## src/rtl/sha256_job_scheduler.sv

```systemverilog
// sha256_job_scheduler
//   Queues hash jobs (message address, output address) in a small FIFO and
//   hands each one to a free SHA-256 core, using round-robin arbitration.
//   Each finished job is reported as a one-cycle completion pulse.
//
// Optional feature macro: SCHED_TIMEOUT_EN
//   When defined, each core gets a per-job watchdog. On expiry the watchdog
//   sets a sticky timeout_err bit and forces the job to complete.
//   When undefined, timeout_err is tied to 0.
//
// Ports
//   clk, reset               clock; asynchronous active-high reset
//   job_valid/job_ready      job push handshake (job_ready = FIFO not full)
//   job_msg_addr/out_addr    job payload
//   core_start[i]            one-cycle start pulse to core i
//   core_message_addr        16 bits per core, core i at [16i+15:16i]
//   core_output_addr         same packing as core_message_addr
//   core_done[i]             core level, high while core i is idle
//   cmpl_valid/core/out_addr registered completion report
//   sched_idle               FIFO empty and all cores free
//   jobs_done_cnt            wrapping count of completions
//   timeout_err[i]           sticky watchdog flag per core

// Per-core tracker: owns the job addresses and follows one core through a job.
module sha256_job_scheduler_slot #(
    parameter int TIMEOUT_CYCLES = 2048
) (
    input  logic        clk,
    input  logic        reset,
    input  logic        grant,
    input  logic        report,
    input  logic        done,
    input  logic [15:0] msg_in,
    input  logic [15:0] out_in,
    output logic        free,
    output logic        pend,
    output logic        start,
    output logic [15:0] msg_addr,
    output logic [15:0] out_addr,
    output logic        timeout_err
);
    typedef enum logic [2:0] {
        S_FREE, S_START, S_WAIT_LOW, S_BUSY, S_DONE_PEND
    } state_t;

    state_t state, state_nxt;
    logic   expired;

`ifdef SCHED_TIMEOUT_EN
    logic [15:0] wd_cnt;
    logic        err_q;
    logic        running;

    assign running = (state == S_WAIT_LOW) || (state == S_BUSY);
    assign expired = running && (wd_cnt == 16'(TIMEOUT_CYCLES));

    always_ff @(posedge clk or posedge reset) begin
        if (reset) begin
            wd_cnt <= '0;
            err_q  <= 1'b0;
        end else begin
            if (grant)
                wd_cnt <= '0;
            else if (running && !expired)
                wd_cnt <= wd_cnt + 16'd1;
            if (expired)
                err_q <= 1'b1;
        end
    end

    assign timeout_err = err_q;
`else
    assign expired     = 1'b0;
    assign timeout_err = 1'b0;
`endif

    // State register
    always_ff @(posedge clk or posedge reset) begin
        if (reset) state <= S_FREE;
        else       state <= state_nxt;
    end

    // Addresses are held from grant until the next grant.
    always_ff @(posedge clk or posedge reset) begin
        if (reset) begin
            msg_addr <= '0;
            out_addr <= '0;
        end else if (grant) begin
            msg_addr <= msg_in;
            out_addr <= out_in;
        end
    end

    // Next state. The core's done line may still be high from the previous
    // job, so it must be seen low (WAIT_LOW) before a rising done counts.
    always_comb begin
        state_nxt = state;
        case (state)
            S_FREE:      if (grant)  state_nxt = S_START;
            S_START:                 state_nxt = S_WAIT_LOW;
            S_WAIT_LOW:  if (!done)  state_nxt = S_BUSY;
            S_BUSY:      if (done)   state_nxt = S_DONE_PEND;
            S_DONE_PEND: if (report) state_nxt = S_FREE;
            default:                 state_nxt = S_FREE;
        endcase
        if (expired) state_nxt = S_DONE_PEND;
    end

    // Outputs
    always_comb begin
        free  = (state == S_FREE);
        pend  = (state == S_DONE_PEND);
        start = (state == S_START);
    end
endmodule

module sha256_job_scheduler #(
    parameter int NUM_CORES      = 4,
    parameter int FIFO_DEPTH     = 4,
    parameter int TIMEOUT_CYCLES = 2048
) (
    input  logic                    clk,
    input  logic                    reset,
    input  logic                    job_valid,
    output logic                    job_ready,
    input  logic [15:0]             job_msg_addr,
    input  logic [15:0]             job_out_addr,
    output logic [NUM_CORES-1:0]    core_start,
    output logic [16*NUM_CORES-1:0] core_message_addr,
    output logic [16*NUM_CORES-1:0] core_output_addr,
    input  logic [NUM_CORES-1:0]    core_done,
    output logic                    cmpl_valid,
    output logic [2:0]              cmpl_core,
    output logic [15:0]             cmpl_out_addr,
    output logic                    sched_idle,
    output logic [15:0]             jobs_done_cnt,
    output logic [NUM_CORES-1:0]    timeout_err
);
    localparam int          AW       = $clog2(FIFO_DEPTH);
    localparam int          CW       = $clog2(NUM_CORES);
    localparam logic [AW:0] FULL_CNT = FIFO_DEPTH[AW:0];

    logic [15:0]          fifo_msg [FIFO_DEPTH];
    logic [15:0]          fifo_out [FIFO_DEPTH];
    logic [AW-1:0]        wr_ptr, rd_ptr;
    logic [AW:0]          count;
    logic                 fifo_empty, push, pop;

    logic [NUM_CORES-1:0] free, pend, grant, report;
    logic [15:0]          out_arr [NUM_CORES];
    logic [CW-1:0]        rr_ptr, grant_idx, report_idx, idx_c;
    logic                 grant_any, report_any;

    assign fifo_empty = (count == '0);
    // No bypass: a full FIFO refuses a push even if it pops on the same edge.
    assign job_ready  = (count != FULL_CNT);
    assign push       = job_valid && job_ready;
    assign pop        = !fifo_empty && grant_any;
    assign sched_idle = fifo_empty && (&free);

    // Round-robin search: first free core at rr_ptr, rr_ptr+1, ...
    // Walking downward lets the lowest offset win.
    always_comb begin
        grant_any = 1'b0;
        grant_idx = '0;
        idx_c     = '0;
        for (int k = NUM_CORES - 1; k >= 0; k--) begin
            idx_c = CW'((int'(rr_ptr) + k) % NUM_CORES);
            if (free[idx_c]) begin
                grant_any = 1'b1;
                grant_idx = idx_c;
            end
        end
        grant = '0;
        if (pop) grant[grant_idx] = 1'b1;
    end

    // Completion: lowest-index pending core is reported first.
    always_comb begin
        report_any = 1'b0;
        report_idx = '0;
        for (int i = NUM_CORES - 1; i >= 0; i--) begin
            if (pend[i]) begin
                report_any = 1'b1;
                report_idx = CW'(i);
            end
        end
        report = '0;
        if (report_any) report[report_idx] = 1'b1;
    end

    // FIFO storage needs no reset; the pointers define what is valid.
    always_ff @(posedge clk) begin
        if (push) begin
            fifo_msg[wr_ptr] <= job_msg_addr;
            fifo_out[wr_ptr] <= job_out_addr;
        end
    end

    always_ff @(posedge clk or posedge reset) begin
        if (reset) begin
            wr_ptr        <= '0;
            rd_ptr        <= '0;
            count         <= '0;
            rr_ptr        <= '0;
            cmpl_valid    <= 1'b0;
            cmpl_core     <= '0;
            cmpl_out_addr <= '0;
            jobs_done_cnt <= '0;
        end else begin
            if (push) wr_ptr <= wr_ptr + 1'b1;
            if (pop)  rd_ptr <= rd_ptr + 1'b1;
            count <= count + {{AW{1'b0}}, push} - {{AW{1'b0}}, pop};
            if (pop)
                rr_ptr <= (grant_idx == CW'(NUM_CORES - 1)) ? '0 : grant_idx + 1'b1;
            cmpl_valid    <= report_any;
            cmpl_core     <= report_any ? 3'(report_idx) : 3'd0;
            cmpl_out_addr <= report_any ? out_arr[report_idx] : 16'd0;
            if (report_any)
                jobs_done_cnt <= jobs_done_cnt + 16'd1;
        end
    end

    for (genvar g = 0; g < NUM_CORES; g++) begin : g_slot
        sha256_job_scheduler_slot #(
            .TIMEOUT_CYCLES (TIMEOUT_CYCLES)
        ) u_slot (
            .clk         (clk),
            .reset       (reset),
            .grant       (grant[g]),
            .report      (report[g]),
            .done        (core_done[g]),
            .msg_in      (fifo_msg[rd_ptr]),
            .out_in      (fifo_out[rd_ptr]),
            .free        (free[g]),
            .pend        (pend[g]),
            .start       (core_start[g]),
            .msg_addr    (core_message_addr[16*g +: 16]),
            .out_addr    (out_arr[g]),
            .timeout_err (timeout_err[g])
        );
        assign core_output_addr[16*g +: 16] = out_arr[g];
    end
endmodule

```

## config.mk

```make
export PLATFORM = sky130hd
export DESIGN_NAME = sha256_job_scheduler
export DESIGN_NICKNAME = d
export VERILOG_FILES = /design/src/rtl/sha256_job_scheduler.sv
export SDC_FILE = /design/constraint.sdc
export NUM_CORES = 1
export LEC_CHECK = 0
export ABC_AREA = 1
export BUFFER_PORTS_ARGS = -buffer_cell sky130_fd_sc_hd__clkbuf_2
export CAP_MARGIN = 15
export CORE_UTILIZATION = 50
export CTS_CLUSTER_SIZE = 25
export DETAILED_ROUTE_END_ITERATION = 10
export GPL_TIMING_DRIVEN = 0
export PLACE_DENSITY = 0.69
export RECOVER_POWER = 50
export SLEW_MARGIN = 30
export SYNTH_ARGS = -nofsm -noshare
export SYNTH_HDL_FRONTEND = slang
export SYNTH_SLANG_ARGS = --single-unit
export TNS_END_PERCENT = 30
```

## constraint.sdc

```tcl
create_clock -name clk -period 10.35 [get_ports clk]
set_input_delay 2.5875 -clock clk [delete_from_list [all_inputs] [get_ports clk]]
set_output_delay 2.5875 -clock clk [all_outputs]
set_load 0.03 [all_outputs]
```

==> flow_summary.json <==
{
  "cts.repair.resized": 0,
  "holdPathEnd": "jobs_done_cnt[15]",
  "final_common_cell": "nand2_1",
  "io_buffer_count": 207,
  "cts_buffer_depth": 3,
  "grt_max_degree": 77,
  "drt.antenna.violating_nets": 0,
  "syn_inst": 1287,
  "cp-start-kind": "flop",
  "avgSynthCellArea_sq_um": 10.1,
  "arrival_ns": 1.91,
  "cts.sinks": 312,
  "synth-async-reset-ratio_pct": 59.0,
  "grt.total_usage_pct": 25.7,
  "crit_fanout": 8,
  "drtPass1Iterations": 7,
  "outcome": "complete, but fails checks",
  "slowest_stage": "dfrtp_1",
  "setup_viol": 0,
  "gp_congestion": 0.906,
  "reg2regPathDepth": 15,
  "r2r_end": "g_slot[0].u_slot.out_addr[3]",
  "hp-start": "jobs_done_cnt[15]",
  "layout_common_cells": "430 x nand2_1, 184 x dfrtp_1, 174 x clkbuf_2",
  "cts_tree": "built",
  "clock_skew_ns": 0.0159,
  "crit_required_ns": 7.76,
  "pre_cts_slack_ns": 6.04,
  "antenna_found_initial": 2,
  "fin_ws_ns": 5.85,
  "grt_pass1_vias": 9293,
  "hold_viol": 0,
  "cts_buffers": 31,
  "synth.yosys.seq_area_share_pct": 65.3,
  "synthesis.area_sq_mm": 0.0129,
  "period_share_pct": 43.5,
  "grt_overflow": 0,
  "htree_levels": 1,
  "synth_cell_type_count": 38,
  "max_freq_mhz": 222,
  "coreArea_sq_mm": 0.0253,
  "post_route_cells_drive_above_1_share_pct": 17.1,
  "rsz0062_at_grt": "no",
  "worst_pin_slew_ns": 1.80,
  "start_util_pct": 51.3,
  "worstReg2RegStart": "g_slot[2].u_slot.state[0]",
  "rows": 58,
  "regToRegSetupSlack_ns": 6.67,
  "ys_ff_latch": 312,
  "hold_class": "flop to flop",
  "fin_nets": 1588,
  "cp_cell_sequence": "clkbuf_1 > nor3_1 > nand4_1 > nor2_1 > clkbuf_2",
  "drt_iter0_markers": 1120,
  "post_cts.repair.setup_buffers": 0,
  "insertion_delay_ns": 0.56,
  "tns_ns": 0,
  "drv_cap": 1,
  "drt_wl_total_um": 33800,
  "fin_crit_ns": 4.50,
  "final_util_pct": 60.9,
  "slew_headroom_pct": -20.5,
  "die_y_um": 163,
  "ys_warn_count": 0,
  "syn2layout_area_growth_pct": 18.9,
  "slew_viol_final": 39,
  "diodes": 0,
  "pin_count": 213,
  "hold_buffers": 0,
  "die_x_um": 163,
  "min_path_cells": 1,
  "violations": "max-capacitance violations, max-slew violations",
  "synth_edf_count": 128,
  "wl_per_cell_um": 17.9,
  "vias_per_cell": 5.28,
  "hpwl_um": 24500,
  "drc": 0,
  "path_delay_family": "simple AND/OR/NAND/NOR gates",
  "cts-root-buf": "clkbuf_16",
  "path_buf_inv": 2,
  "slowest_delay_ns": 0.36,
  "grt_pass1_wl_um": 51900,
  "ys.flop_type": "dfrtp_1",
  "fp.dieArea_sq_mm": 0.0265,
  "vias": 9960,
  "end_kind": "output port",
  "crit_type": "flop to output port",
  "clk_pin_slew_ns": 0.06
}
==> cell families after synthesis <==
kind of cell,share of synthesized area [%]
AO/OA/AOI/OAI,8.01
XOR/XNOR,1.22
adder cells (fa/ha/maj),1.22
buffers and inverters,5.63
flip-flops,65.3
other,0.0290
AND/OR/NAND/NOR,18.6
==> Yosys cell counts (3+ instances only) <==
cell type	number	area, sq um
a21oi_1	27	135
o21ai_1	18	90.1
nand2_1	428	1610
nor2_2	6	37.5
xnor2_1	4	35.0
buf_2	21	105
a31oi_1	12	75.1
o21ai_0	97	485
nand3_2	3	30.0
buf_6	3	33.8
clkbuf_1	18	67.6
o22ai_1	32	200
nor3_1	7	35.0
ha_1	11	138
buf_4	21	158
edfxtp_1	128	3840
inv_2	6	22.5
inv_1	84	315
nand3_1	41	205
o21ai_2	4	35.0
dfrtp_1	184	4600
nand4_1	5	31.3
xor2_1	14	123
nor2_1	96	360
nand2_2	4	25.0
==> flip-flops by register name, indices dropped and copies added (netlist names) <==
register                cells
fifo_msg                   64
fifo_out                   64
g_slot.u_slot.msg_addr     64
g_slot.u_slot.out_addr     64
cmpl_out_addr              16
jobs_done_cnt              16
g_slot.u_slot.state        12
count                       3
cmpl_core                   2
rd_ptr                      2
rr_ptr                      2
wr_ptr                      2
cmpl_valid                  1
==> metal layers <==
layer,track usage (%),wire (um),up-vias
met5,0,27,-
met4,9.56,1240,4
met3,3.16,2220,79
met2,40.3,15600,405
met1,36.8,14800,4777
li1,-,-,4695
==> area by class of cell <==
| class | instances | area, sq um |
|---|---|---|
| clock inverters | 11 | 108 |
| repair buffers | 213 | 1160 |
| inverters | 92 | 352 |
| multi-input cells | 823 | 3750 |
| fillers | 2165 | 9860 |
| well taps | 330 | 413 |
| clock buffers | 42 | 857 |
| flip-flops and latches | 312 | 8450 |
| plain buffers | 64 | 307 |
==> through the flow <==
step | cells | hold slack (ns) | area, sq um
4_1_cts | 1887 | 0.468 | 15600
6_report | 1887 | 0.470 | 15400
3_5_place_dp | 1834 | 0.458 | 14600
3_3_place_gp | 1828 | 0.462 | 14400
5_1_grt | 1887 | 0.486 | 15400
2_1_floorplan | 1291 | 0.478 | 13000
==> worst max path at each step <==
stage	end	cells after the start	slack [ns]	startpoint
finish	sched_idle	5	5.85	g_slot[3].u_slot.state[1]
global placement	count[1]	2	0.72	reset
floorplan	cmpl_core[0]	1	2.76	reset
global route	sched_idle	5	5.74	g_slot[3].u_slot.state[1]
CTS	sched_idle	5	5.87	g_slot[2].u_slot.state[1]
detailed placement	count[2]	7	6.04	job_valid
Power is left out: the tool's default activity adds up to more than one toggle a clock period on the data nets, which glitch-free logic cannot reach.
